$ cat src/rtl/music_seq_pkg.sv
// Shared types and constants for the note sequencer: note-table entry layout,
// sequencer state encoding and a few named pitch codes for audio_channel.
package music_seq_pkg;
  localparam int FREQ_W  = 16;
  localparam int DUR_W   = 4;
  localparam int ENTRY_W = 2 + DUR_W + FREQ_W;

  typedef struct packed {
    logic              last;
    logic              rest;
    logic [DUR_W-1:0]  dur;
    logic [FREQ_W-1:0] freq;
  } note_entry_t;

  typedef enum logic {IDLE, PLAY} seq_state_t;

  localparam logic [FREQ_W-1:0] G4_FREQ  = 16'd4208;
  localparam logic [FREQ_W-1:0] DD4_FREQ = 16'd3339;
  localparam logic [FREQ_W-1:0] AD4_FREQ = 16'd5005;
endpackage

$ cat src/rtl/music_seq_timer.sv
// Tick/step tempo counters for one note-table entry.
// MUSIC_SEQUENCER_GAP_EN enables the end-of-note release window flag.
module music_seq_timer
  import music_seq_pkg::*;
#(
  parameter int STEP_CYCLES = 3125000,
  parameter int GAP_CYCLES  = 125000
) (
  input  logic             clk_i,
  input  logic             rst_i,
  input  logic             clear_i,
  input  logic             run_i,
  input  logic [DUR_W-1:0] dur_i,
  output logic             note_end_o,
  output logic             gap_active_o
);
  localparam int TW = (STEP_CYCLES > 1) ? $clog2(STEP_CYCLES) : 1;
  localparam logic [TW-1:0] TICK_LAST = TW'(STEP_CYCLES - 1);
  localparam logic [TW-1:0] GAP_START = TW'(STEP_CYCLES - GAP_CYCLES);
`ifdef MUSIC_SEQUENCER_GAP_EN
  localparam bit GAP_EN = 1'b1;
`else
  localparam bit GAP_EN = 1'b0;
`endif

  logic [TW-1:0]    tick_q, tick_d;
  logic [DUR_W-1:0] step_q, step_d;
  logic             tick_end, last_step;

  assign tick_end  = (tick_q == TICK_LAST);
  assign last_step = (step_q == dur_i);

  always_comb begin
    tick_d = tick_q + 1'b1;
    step_d = step_q;
    if (clear_i || !run_i) begin
      tick_d = '0;
      step_d = '0;
    end else if (tick_end) begin
      tick_d = '0;
      step_d = step_q + 1'b1;
    end
  end

  always_ff @(posedge clk_i or posedge rst_i) begin
    if (rst_i) begin
      tick_q <= '0;
      step_q <= '0;
    end else begin
      tick_q <= tick_d;
      step_q <= step_d;
    end
  end

  assign note_end_o   = run_i && tick_end && last_step;
  // Release window covers the last GAP_CYCLES ticks of the final step.
  assign gap_active_o = GAP_EN && (GAP_CYCLES > 0) && run_i && last_step &&
                        (tick_q >= GAP_START);
endmodule

$ cat src/rtl/music_sequencer.sv
// Note sequencer feeding audio_channel en_i/freq_i from a programmable note table.
// Optional MUSIC_SEQUENCER_GAP_EN: release gap at the end of each sounding note.
module music_sequencer
  import music_seq_pkg::*;
#(
  parameter int SONG_LEN    = 16,
  parameter int STEP_CYCLES = 3125000,
  parameter int GAP_CYCLES  = 125000,
  localparam int AW = $clog2(SONG_LEN)
) (
  input  logic               clk_i,
  input  logic               rst_i,
  input  logic               wr_en_i,
  input  logic [AW-1:0]      wr_addr_i,
  input  logic [ENTRY_W-1:0] wr_data_i,
  input  logic               start_i,
  input  logic               stop_i,
  input  logic               loop_i,
  output logic               en_o,
  output logic [FREQ_W-1:0]  freq_o,
  output logic               busy_o,
  output logic               done_o,
  output logic [AW-1:0]      idx_o
);
  note_entry_t mem_q [SONG_LEN];

  seq_state_t        state_q, state_d;
  logic [AW-1:0]     idx_q, idx_d, apply_idx;
  logic [FREQ_W-1:0] freq_q, freq_d;
  logic              en_q, en_d, done_q, done_d, last_q, last_d;
  logic [DUR_W-1:0]  dur_q, dur_d;
  logic              apply, note_end, gap_active;
  note_entry_t       fetch;

  always_ff @(posedge clk_i) begin
    if (wr_en_i) mem_q[wr_addr_i] <= note_entry_t'(wr_data_i);
  end

  always_comb begin
    state_d   = state_q;
    idx_d     = idx_q;
    freq_d    = freq_q;
    en_d      = en_q;
    done_d    = 1'b0;
    dur_d     = dur_q;
    last_d    = last_q;
    apply     = 1'b0;
    apply_idx = '0;
    case (state_q)
      IDLE: begin
        if (start_i && !stop_i) begin
          state_d = PLAY;
          apply   = 1'b1;
        end
      end
      PLAY: begin
        if (stop_i) begin
          state_d = IDLE;
          en_d    = 1'b0;
          idx_d   = '0;
        end else if (note_end) begin
          if (!last_q && idx_q != AW'(SONG_LEN - 1)) begin
            apply     = 1'b1;
            apply_idx = idx_q + 1'b1;
          end else if (loop_i) begin
            apply = 1'b1;
          end else begin
            state_d = IDLE;
            en_d    = 1'b0;
            idx_d   = '0;
            done_d  = 1'b1;
          end
        end
      end
      default: state_d = IDLE;
    endcase
    // The playing entry is latched here, so later table writes only affect re-fetches.
    fetch = mem_q[apply_idx];
    if (apply) begin
      idx_d  = apply_idx;
      dur_d  = fetch.dur;
      last_d = fetch.last;
      en_d   = !fetch.rest;
      if (!fetch.rest) freq_d = fetch.freq;
    end
  end

  always_ff @(posedge clk_i or posedge rst_i) begin
    if (rst_i) begin
      state_q <= IDLE;
      idx_q   <= '0;
      freq_q  <= '0;
      en_q    <= 1'b0;
      done_q  <= 1'b0;
      dur_q   <= '0;
      last_q  <= 1'b0;
    end else begin
      state_q <= state_d;
      idx_q   <= idx_d;
      freq_q  <= freq_d;
      en_q    <= en_d;
      done_q  <= done_d;
      dur_q   <= dur_d;
      last_q  <= last_d;
    end
  end

  music_seq_timer #(
    .STEP_CYCLES(STEP_CYCLES),
    .GAP_CYCLES (GAP_CYCLES)
  ) u_timer (
    .clk_i       (clk_i),
    .rst_i       (rst_i),
    .clear_i     (apply),
    .run_i       (state_q == PLAY),
    .dur_i       (dur_q),
    .note_end_o  (note_end),
    .gap_active_o(gap_active)
  );

  assign en_o   = en_q & ~gap_active;
  assign freq_o = freq_q;
  assign busy_o = (state_q == PLAY);
  assign done_o = done_q;
  assign idx_o  = idx_q;
endmodule
$ cat config.mk
export PLATFORM = sky130hd
export DESIGN_NAME = music_sequencer
export DESIGN_NICKNAME = d
export VERILOG_FILES = /design/src/rtl/music_seq_pkg.sv /design/src/rtl/music_seq_timer.sv /design/src/rtl/music_sequencer.sv
export SDC_FILE = /design/constraint.sdc
export NUM_CORES = 1
export LEC_CHECK = 0
export BUFFER_PORTS_ARGS = -buffer_cell sky130_fd_sc_hd__buf_2
export CORE_MARGIN = 2
export CORE_UTILIZATION = 45
export DETAILED_ROUTE_END_ITERATION = 16
export PLACE_DENSITY_LB_ADDON = 0.15
export REMOVE_ABC_BUFFERS = 1
export SETUP_SLACK_MARGIN = 0.15
export SYNTH_ARGS = -nofsm -noshare
export SYNTH_HDL_FRONTEND = slang
export SYNTH_SLANG_ARGS = --single-unit
$ cat constraint.sdc
create_clock -name clk_i -period 2.85 [get_ports clk_i]
set_input_delay 0.285 -clock clk_i [delete_from_list [all_inputs] [get_ports clk_i]]
set_output_delay 0.285 -clock clk_i [all_outputs]
set_load 0.02 [all_outputs]
Word-level counts from Yosys, hierarchy flattened
Memory sizes are Yosys's and may differ from the RTL's.
Index checks and enable logic that the tools add are counted.
{"block": "word_totals", "regBits": 54, "mem_count": 1, "input_bits": 32, "romBits": 0, "wordCells": 70, "mem_bits_rw": 352, "output_inout_bits": 23, "latchBits": 0}
{"name": "mem_q", "words": 16, "word_bits": 22, "read_ports": 1, "rd_ports_with_merged_regs": 0, "write_ports": 1, "line_no": "music_sequencer.sv:25", "rtl": "note_entry_t mem_q [SONG_LEN];"}
{"block": "op_classes", "reduce_logical": 14, "add_sub_neg": 3, "eq_ne": 5, "bitwise": 2, "muxes": 36, "n_lt_le_gt_ge": 0, "div_mod_pow": 0, "n_shift": 0, "mul": 0}
{"cell": "$mux W4", "n": 12}
{"cell": "$mux W22", "n": 2}
{"cell": "$add A22 B1 Y22 const B", "n": 1}
{"cell": "$eq A22 B22 Y1 const B", "n": 1}
{"cell": "$mux W1", "n": 20}
{"cell": "$add A4 B1 Y4 const B", "n": 2}
{"cell": "$ne A3 B2 Y1 const B", "n": 2}
{"cell": "$eq A4 B4 Y1", "n": 1}
{"cell": "$logic_and A1 B1 Y1", "n": 4}
{"cell": "$logic_not A1 Y1", "n": 4}
{"cell": "$ne A4 B4 Y1 const B", "n": 1}
{"cell": "$pmux W1 S2", "n": 2}
{"cell": "$reduce_and A4 Y1", "n": 1}
{"cell": "$reduce_bool A2 Y1", "n": 2}
{"cell": "$reduce_bool A3 Y1", "n": 1}
{"cell": "$not A1 Y1", "n": 2}
{"cell": "$reduce_and A2 Y1", "n": 1}
{"cell": "$logic_or A1 B1 Y1", "n": 1}

Depth between registers and ports, before layout
Gate-level depths: netlist of the first run.
An unclocked memory read counts as a cell.
{"block": "depth", "word_depth": 9, "mapped_depth": 11, "ltp_nobuf": 9}

By module
Synthesis of the first run repeated with hierarchy kept, for this count alone.
{"block": "unflattened", "hier_cells": 1180, "hier_area_um2": 16951.3}
{"mod": "music_sequencer", "seq_area_each_um2": 11270.8, "cells_each": 1023, "area_each_um2": 15512.4, "n_inst": 1}
{"mod": "music_seq_timer", "seq_area_each_um2": 650.6, "cells_each": 157, "area_each_um2": 1438.9, "n_inst": 1}

Least setup slack after synthesis of the first run
Ideal clock, no wire load.
{"block": "synth_timing", "kind": "register -> register", "from": "register u_timer.tick_q[0]", "to": "register freq_q[0] (netlist: freq_o[0])", "setup_ns": 0.128, "slack_ns": 0.056, "synth_period_minus_slack_ns": 2.794, "arrival_ns": 2.666, "stages_incl_launch_ff": 10, "required_ns": 2.722, "path_buffers": 1, "path_cell_list": "dfrtp_1 ha_1 and4bb_1 nand4_4 or4_1 buf_4 a2111oi_2 o311ai_1 nand3_4 mux2_1"}
{"block": "synth_between", "elab_chain_cells": 9, "elab_cells_between_ends": 12, "classes_between": "eq/ne: 1; mux: 6; bitwise: 1; reduce/logical: 3; memory: 1"}
{"item": "start, declared", "line_no": "music_seq_timer.sv:26", "rtl": "logic [TW-1:0] tick_q, tick_d;"}
{"item": "start signal, assigned", "line_no": "music_seq_timer.sv:50", "rtl": "tick_q <= tick_d;"}
{"item": "$eq A22 B22 Y1 *", "line_no": "music_seq_timer.sv:30", "rtl": "assign tick_end = (tick_q == TICK_LAST);"}
{"item": "$logic_and A1 B1 Y1 * (2 in series)", "line_no": "music_seq_timer.sv:55", "rtl": "assign note_end_o = run_i && tick_end && last_step;"}
{"item": "$mux W4", "line_no": "music_sequencer.sv:61", "rtl": "end else if (note_end) begin"}
{"item": "$mux W4", "line_no": "music_sequencer.sv:57", "rtl": "if (stop_i) begin"}
{"item": "$mux W4", "line_no": "music_sequencer.sv:49", "rtl": "case (state_q)"}
{"item": "$mem_v2 Z16 W22"}
{"item": "$not A1 Y1 (no line)"}
{"item": "$reduce_and A2 Y1 (no line)"}
{"item": "end signal, assigned", "line_no": "music_sequencer.sv:100", "rtl": "freq_q <= freq_d;"}
{"item": "end, declared", "line_no": "music_sequencer.sv:29", "rtl": "logic [FREQ_W-1:0] freq_q, freq_d;"}
Mark *: on every way between the ends. The rest lies on a longest branch, timed or not.
A chain may end at the register's enable or synchronous reset.

Worst setup path in the final report of the first run
{"block": "layout_timing", "from": "register idx_q[0] (netlist: idx_o[0])", "to": "register freq_q[8] (netlist: freq_o[8])"}
{"block": "layout_between", "elab_chain_cells": 9, "elab_cells_between_ends": 14, "classes_between": "add/sub: 1; eq/ne: 1; mux: 8; bitwise: 1; reduce/logical: 2; memory: 1"}
{"item": "start, declared", "line_no": "music_sequencer.sv:28", "rtl": "logic [AW-1:0] idx_q, idx_d, apply_idx;"}
{"item": "start signal, assigned", "line_no": "music_sequencer.sv:99", "rtl": "idx_q <= idx_d;"}
{"item": "branches (longest 9 deep; another with $mem_v2 Z16 W22)"}
Several ways; the timed one is not identified.

==> results of run 1 <==
## path summary, 6_finish.rpt
| path | start | endpoint | slack, ps | cells past startpoint |
|---|---|---|---|---|
| min | loop_i | done_o | 90 | 4 |
| max reg2reg | idx_o[0] | freq_o[8] | 220 | 9 |
| min reg2reg | freq_o[0] | freq_o[0] | 540 | 1 |
| min in group asynchronous | rst_i | u_timer.tick_q[12] | 380 | 3 |
| max | idx_o[0] | freq_o[8] | 220 | 9 |
| max in group asynchronous | rst_i | freq_o[11] | 1640 | 4 |
## area by class of cell
class | count | area share (%)
Clock buffer | 54 | 5.810
Multi-Input combinational cell | 624 | 22.43
Timing Repair Buffer | 143 | 5.823
Tap cell | 468 | 3.021
Inverter | 22 | 0.4261
Clock inverter | 22 | 0.9619
Sequential cell | 406 | 61.53
## flip-flops by register name, indices dropped and copies added (netlist names)
register        flops
mem_q             352
u_timer.tick_q     22
freq_o             16
dur_q               4
idx_o               4
u_timer.step_q      4
busy_o              1
done_o              1
en_q                1
last_q              1
## power breakdown
part           internal [uW]  leakage, uW  switching, uW
logic                    146      0.00211            301
registers               6620      0.00387           72.6
clock network           2990     0.000647           2270
## logic make-up (layout without fill, tap and decap cells)
family / Yosys count / after routing / synth area share, %
AOI/OAI and AO/OA: 220 / 220 / 8.439
DFF: 406 / 406 / 72.43
buffers and inverters: 84 / 241 / 2.060
muxes: 119 / 119 / 7.655
adders and majority gates: 3 / 3 / 0.2281
xor gates and xnor gates: 25 / 25 / 1.330
and+or+nand+nor: 257 / 257 / 7.853
## layer usage
metal / wire length [um] / vias to the layer above / track usage (%)
li1: - / 4548 / -
met1: 18750 / 4976 / 30.85
met2: 18620 / 273 / 32.65
met3: 2078 / 60 / 2.850
met4: 845 / 0 / 6.361
met5: 0 / - / 0
## through the flow
stage	worst slack, ps	power, uW	util, %	hold slack (ps)
after floorplan	-4695	7003	-	357.7
after global placement	-13.89	7248	49.14	437.1
after detailed placement	-77.56	7258	49.14	432.2
after CTS	157.0	12510	52.89	53.40
after global routing	121.1	12780	53.32	95.98
final	223.7	12400	53.32	90.62
## repair_timing
item	in CTS	in global routing
cloned	0	2
endpoints found under the setup margin	22	22
pin swaps	0	10
setup buffers	0	4
resized for setup	5	27
hold buffers	3	0
hold endpoints to repair	30	0
## worst register-to-register path: cells and delay by family, from the launching register on
family	cells	cell delay, ps
AND/OR/NAND/NOR	4	910
AO/OA/AOI/OAI	2	580
flip-flops	1	510
multiplexers	1	200
adder cells (fa/ha/maj)	1	180
buffers and inverters	1	160
## layout by cell type, fill, tap and decap left out, types with 7 or more instances in the layout
| cell type | Yosys | layout |
|---|---|---|
| nand3_1 | 15 | 13 |
| clkinv_1 | 0 | 7 |
| o21ai_1 | 5 | 7 |
| nor2_1 | 104 | 92 |
| o311ai_1 | 1 | 7 |
| dfrtp_1 | 54 | 53 |
| o221ai_1 | 15 | 15 |
| xor2_1 | 10 | 9 |
| nand2_1 | 30 | 28 |
| mux2i_1 | 73 | 72 |
| o211ai_1 | 7 | 7 |
| nor3_1 | 57 | 52 |
| a21oi_1 | 71 | 71 |
| or3_1 | 7 | 7 |
| nand2b_1 | 8 | 7 |
| edfxtp_1 | 352 | 352 |
| xnor2_1 | 15 | 15 |
| nand3b_1 | 7 | 7 |
| buf_12 | 0 | 9 |
| clkbuf_16 | 0 | 44 |
| mux2_2 | 44 | 44 |
| buf_2 | 4 | 54 |
| o311ai_0 | 15 | 8 |
| inv_1 | 22 | 21 |
| clkinv_2 | 0 | 9 |
| clkbuf_1 | 52 | 9 |
| o22ai_1 | 33 | 33 |
| o21ai_0 | 46 | 44 |
| nor2_2 | 1 | 12 |
| buf_4 | 2 | 70 |
==> run metrics, run 1 <==
outcome=completed; critical path data arrival time=just over 3000 ps; WL final=between 40,000 and 50,000 um; first-pass GRT wire length=59,540 um; Setup-failing EPs final=0; pin count of the biggest net entering global routing=94; CTS tree=yes; DP HPWL=22,520 um; Final Max Slew Viols=0; min Tclk post-route=about 2600 ps; Non-Filler Instances=1,739; CP most frequent cell=nand3_4; CP Launch Type=register; DP Area=about 18,000 um2; initial drt markers=815; DIE AREA=between 30,000 and 40,000 um2; Ports=55; Post-synth EDFFs=~350; fin area=around 19,000 um2; Crit Path Class=register to register; die height=around 200 um; Core Rows=70; sequential-to-total area share from yosys stat=between 70% and 80%; delay-heaviest family, CP=simple AND/OR/NAND/NOR gates; post-synth top area share=about 64%; final hold violation count=0; clock slew at reported path FFs=about 60 ps; Crit Path Max Fanout=8; buffers and inverters on the worst path=1; Async SR Flop Fraction=between 10% and 20%; Total GRT Usage=20.95%; sequential cell area=around 12,000 um2; Remaining DRCs=0; Synth Area per Inst=between 10 and 15 um2; CP Cell Sequence=ha_4 -> nand3_4 -> nand2_2 -> or4_4 -> a2111oi_2 -> o311ai_2 -> nand3_4 -> buf_12 -> mux2i_1; Synth Flop Type=edfxtp_1; RSZ-0062 raised after global routing=true; Final nets=~1,300; maximum buffer depth of the clock tree=3; CTS Sinks=approximately 400; via count of the first global-routing pass=between 9,000 and 10,000; Routed WL per cell=23.17 um; most common cell in the netlist=edfxtp_1; diodes inserted=0; Starting Density=45.28%; Area Overhead vs Synth=17.76%; synthesized cell area=~16,000 um2; worst slew pin tran=about 680 ps; Worst-Skew Late Latency=560 ps; Synth cell types=63; worst min-delay path category=primary input to register; chip width=a little under 200 um; FF+latch count, synth=406; Core Region=approximately 36,000 um2; initial antenna violation count=0; Yosys Warn Count=0; CP endpoint kind=register; relative slew slack=54.89%; largest area contributor in the netlist=edfxtp_1; WP data required=between 3000 and 4000 ps; slowest CP cell=or4_4; Root Driver=clkbuf_16; Routed Antenna Nets=0; LEAKAGE=0.006634 uW; # fillers=about 3,000; routed via count=around 9,900; H-tree depth=2; fmax=380.8 MHz; Final Skew=22.01 ps; Mapped Cells=1,114; grt total ovfl=0; Setup TNS=0 ps; fin crit share=between 90% and 100%; port bufs=54; top cells by area, synth=edfxtp_1, dfrtp_1, mux2i_1; total CTS buffers=42; area of the multi-input gates=~4300 um2; max incr delay on CP=around 620 ps; layout cells sized above 1=22.90%; VDD IR max=between 0.4 and 0.5 mV; Power Density=~640 nW/um2; TritonRoute pass-1 iters=7; Vias/cell=approximately 5.7; Max-cap violations=0; Final GP Congestion=~0.75; total placed cells including tap cells=approximately 1,700; Post-synth top cells=edfxtp_1, nor2_1, mux2i_1
Note: power is estimated with default switching activity, not from simulation.
==> run 2: changes to the inputs <==
CORE_UTILIZATION = 40   (was 45)
==> run metrics, run 2 (synthesis results as in run 1) <==
via count of the first global-routing pass=roughly 9,900; Routed WL per cell=approximately 23 um; diodes inserted=0; CP Launch Type=register; critical path data arrival time=3170 ps; CP endpoint kind=register; initial antenna violation count=1; Routed Antenna Nets=0; Power Density=about 650 nW/um2; busiest metal layer after global routing=met2; # fillers=between 3,000 and 4,000; sequential share of power=52.1%; grt total ovfl=0; Ports=between 50 and 60; RSZ-0062 raised after global routing=true; sequential cell area=between 10,000 and 15,000 um2; outcome=completed; port bufs=54; Setup-failing EPs final=0; routed via count=approximately 9,900; most common cell after layout, fill and taps aside=edfxtp_1; Root Driver=clkbuf_16; die height=slightly above 200 um; maximum buffer depth of the clock tree=3; P_sw=2701 uW; pin count of the biggest net entering global routing=between 60 and 70; Total GRT Usage=between 20% and 30%; Core Rows=74; Final Max Slew Viols=0; Pint=10,140 uW; Area Overhead vs Synth=19.80%; Crit Path Max Fanout=7; Remaining DRCs=0; TritonRoute pass-1 iters=5; GR Layer Usage met3=roughly 3.3%; total CTS buffers=45; Starting Density=approximately 40%; VDD IR max=~0.43 mV; DP HPWL=between 20,000 and 25,000 um; GRT met1 Usage=between 20% and 30%; max reg flops=between 300 and 400; Gate power share=under 10%; Max-cap violations=0; initial drt markers=approximately 940; min Tclk post-route=about 2700 ps; chip width=approximately 210 um; Switching Share=a little over a fifth; WP data required=between 3000 and 4000 ps; LEAKAGE=just under 0.007 uW; CTS tree=yes; Final nets=approximately 1,300; WL final=42,250 um; Setup TNS=0 ps; Setup WS post-layout=around 150 ps; Core Region=between 40,000 and 50,000 um2; met2 GRT Util=between 30 and 40%; worst min-delay path category=primary input to register; fmax=~370 MHz; dpl ws=-102.5 ps; final hold violation count=0; worst slew pin tran=roughly 610 ps; H-tree depth=2; most frequent cells in the layout=edfxtp_1, nor2_1, buf_4, mux2i_1, a21oi_1; Worst-Skew Late Latency=just under 600 ps; layout cells sized above 1=23.21%; first-pass GRT wire length=63,090 um; most flop-heavy register=mem_q; area of the multi-input gates=about 4400 um2; relative slew slack=between 50% and 60%; Final GP Congestion=0.7547; fin crit share=a little over nine tenths; Final Skew=30.98 ps; CTS Sinks=roughly 400; Vias/cell=5.463; part of the power in the clock network=44.3%; clock slew at reported path FFs=approximately 60 ps; DIE AREA=about 43,000 um2; Crit Path Class=register to register
==> run 2: worst max-delay path: stages, from the launching register on <==
cell	delay [ps]
dfrtp_1	370
ha_2	190
and4bb_1	240
nand4_4	110
or4_4	630
a2111oi_2	390
o311ai_2	170
nand3_4	150
buf_12	150
mux2i_2	210
==> run 2: layout make-up <==
| type | instances | share of cell area (%) |
|---|---|---|
| Sequential cell | 406 | 60.48 |
| Clock buffer | 69 | 6.479 |
| Inverter | 22 | 0.4188 |
| Clock inverter | 14 | 0.8757 |
| Timing Repair Buffer | 149 | 6.225 |
| Multi-Input combinational cell | 624 | 22.14 |
| Tap cell | 532 | 3.376 |
==> run 2: power by group through the flow <==
stage | sequential, uW | clock, uW | combinational, uW
floorplan | 6840 | 0 | 162
global placement | 6820 | 0 | 444
detailed placement | 6820 | 0 | 452
CTS | 6700 | 5830 | 459
global route | 6710 | 6080 | 502
finish | 6700 | 5690 | 454
==> run 2: per-stage QoR <==
| stage | hold slack (ps) | cells | cell area (um2) | total power (uW) | util (%) |
|---|---|---|---|---|---|
| after floorplan | 357.7 | 1052 | 16200 | 7003 | - |
| after global placement | 249.1 | 1720 | 18010 | 7260 | 44.21 |
| final | 53.19 | 1816 | 19720 | 12840 | 48.40 |
| after global routing | 53.59 | 1816 | 19720 | 13290 | 48.40 |
| after CTS | 19.98 | 1813 | 19650 | 12990 | 48.23 |
| after detailed placement | 251.9 | 1720 | 18010 | 7270 | 44.21 |
==> run 2: timing repair <==
item | in CTS | in global routing
resized for setup | 11 | 21
hold buffers | 3 | 0
cloned | 3 | 1
pin swaps | 5 | 6
endpoints found under the hold margin | 14 | 0
setup buffers | 4 | 2
setup endpoints to repair | 22 | 22
==> run 2: worst paths after layout <==
check | start | cells after the start | end | slack, ps
min | loop_i | 4 | done_o | 50
min in group asynchronous | rst_i | 3 | u_timer.tick_q[2] | 200
min reg2reg | freq_o[10] | 2 | freq_o[10] | 520
max reg2reg | u_timer.tick_q[1] | 9 | freq_o[15] | 150
max in group asynchronous | rst_i | 4 | freq_o[6] | 1890
max | u_timer.tick_q[1] | 9 | freq_o[15] | 150
==> run 2: metal layers <==
layer	vias to the layer above	routed length, um
li1	4552	-
met1	5043	20000
met2	268	19040
met3	55	2347
met4	2	855
met5	-	16
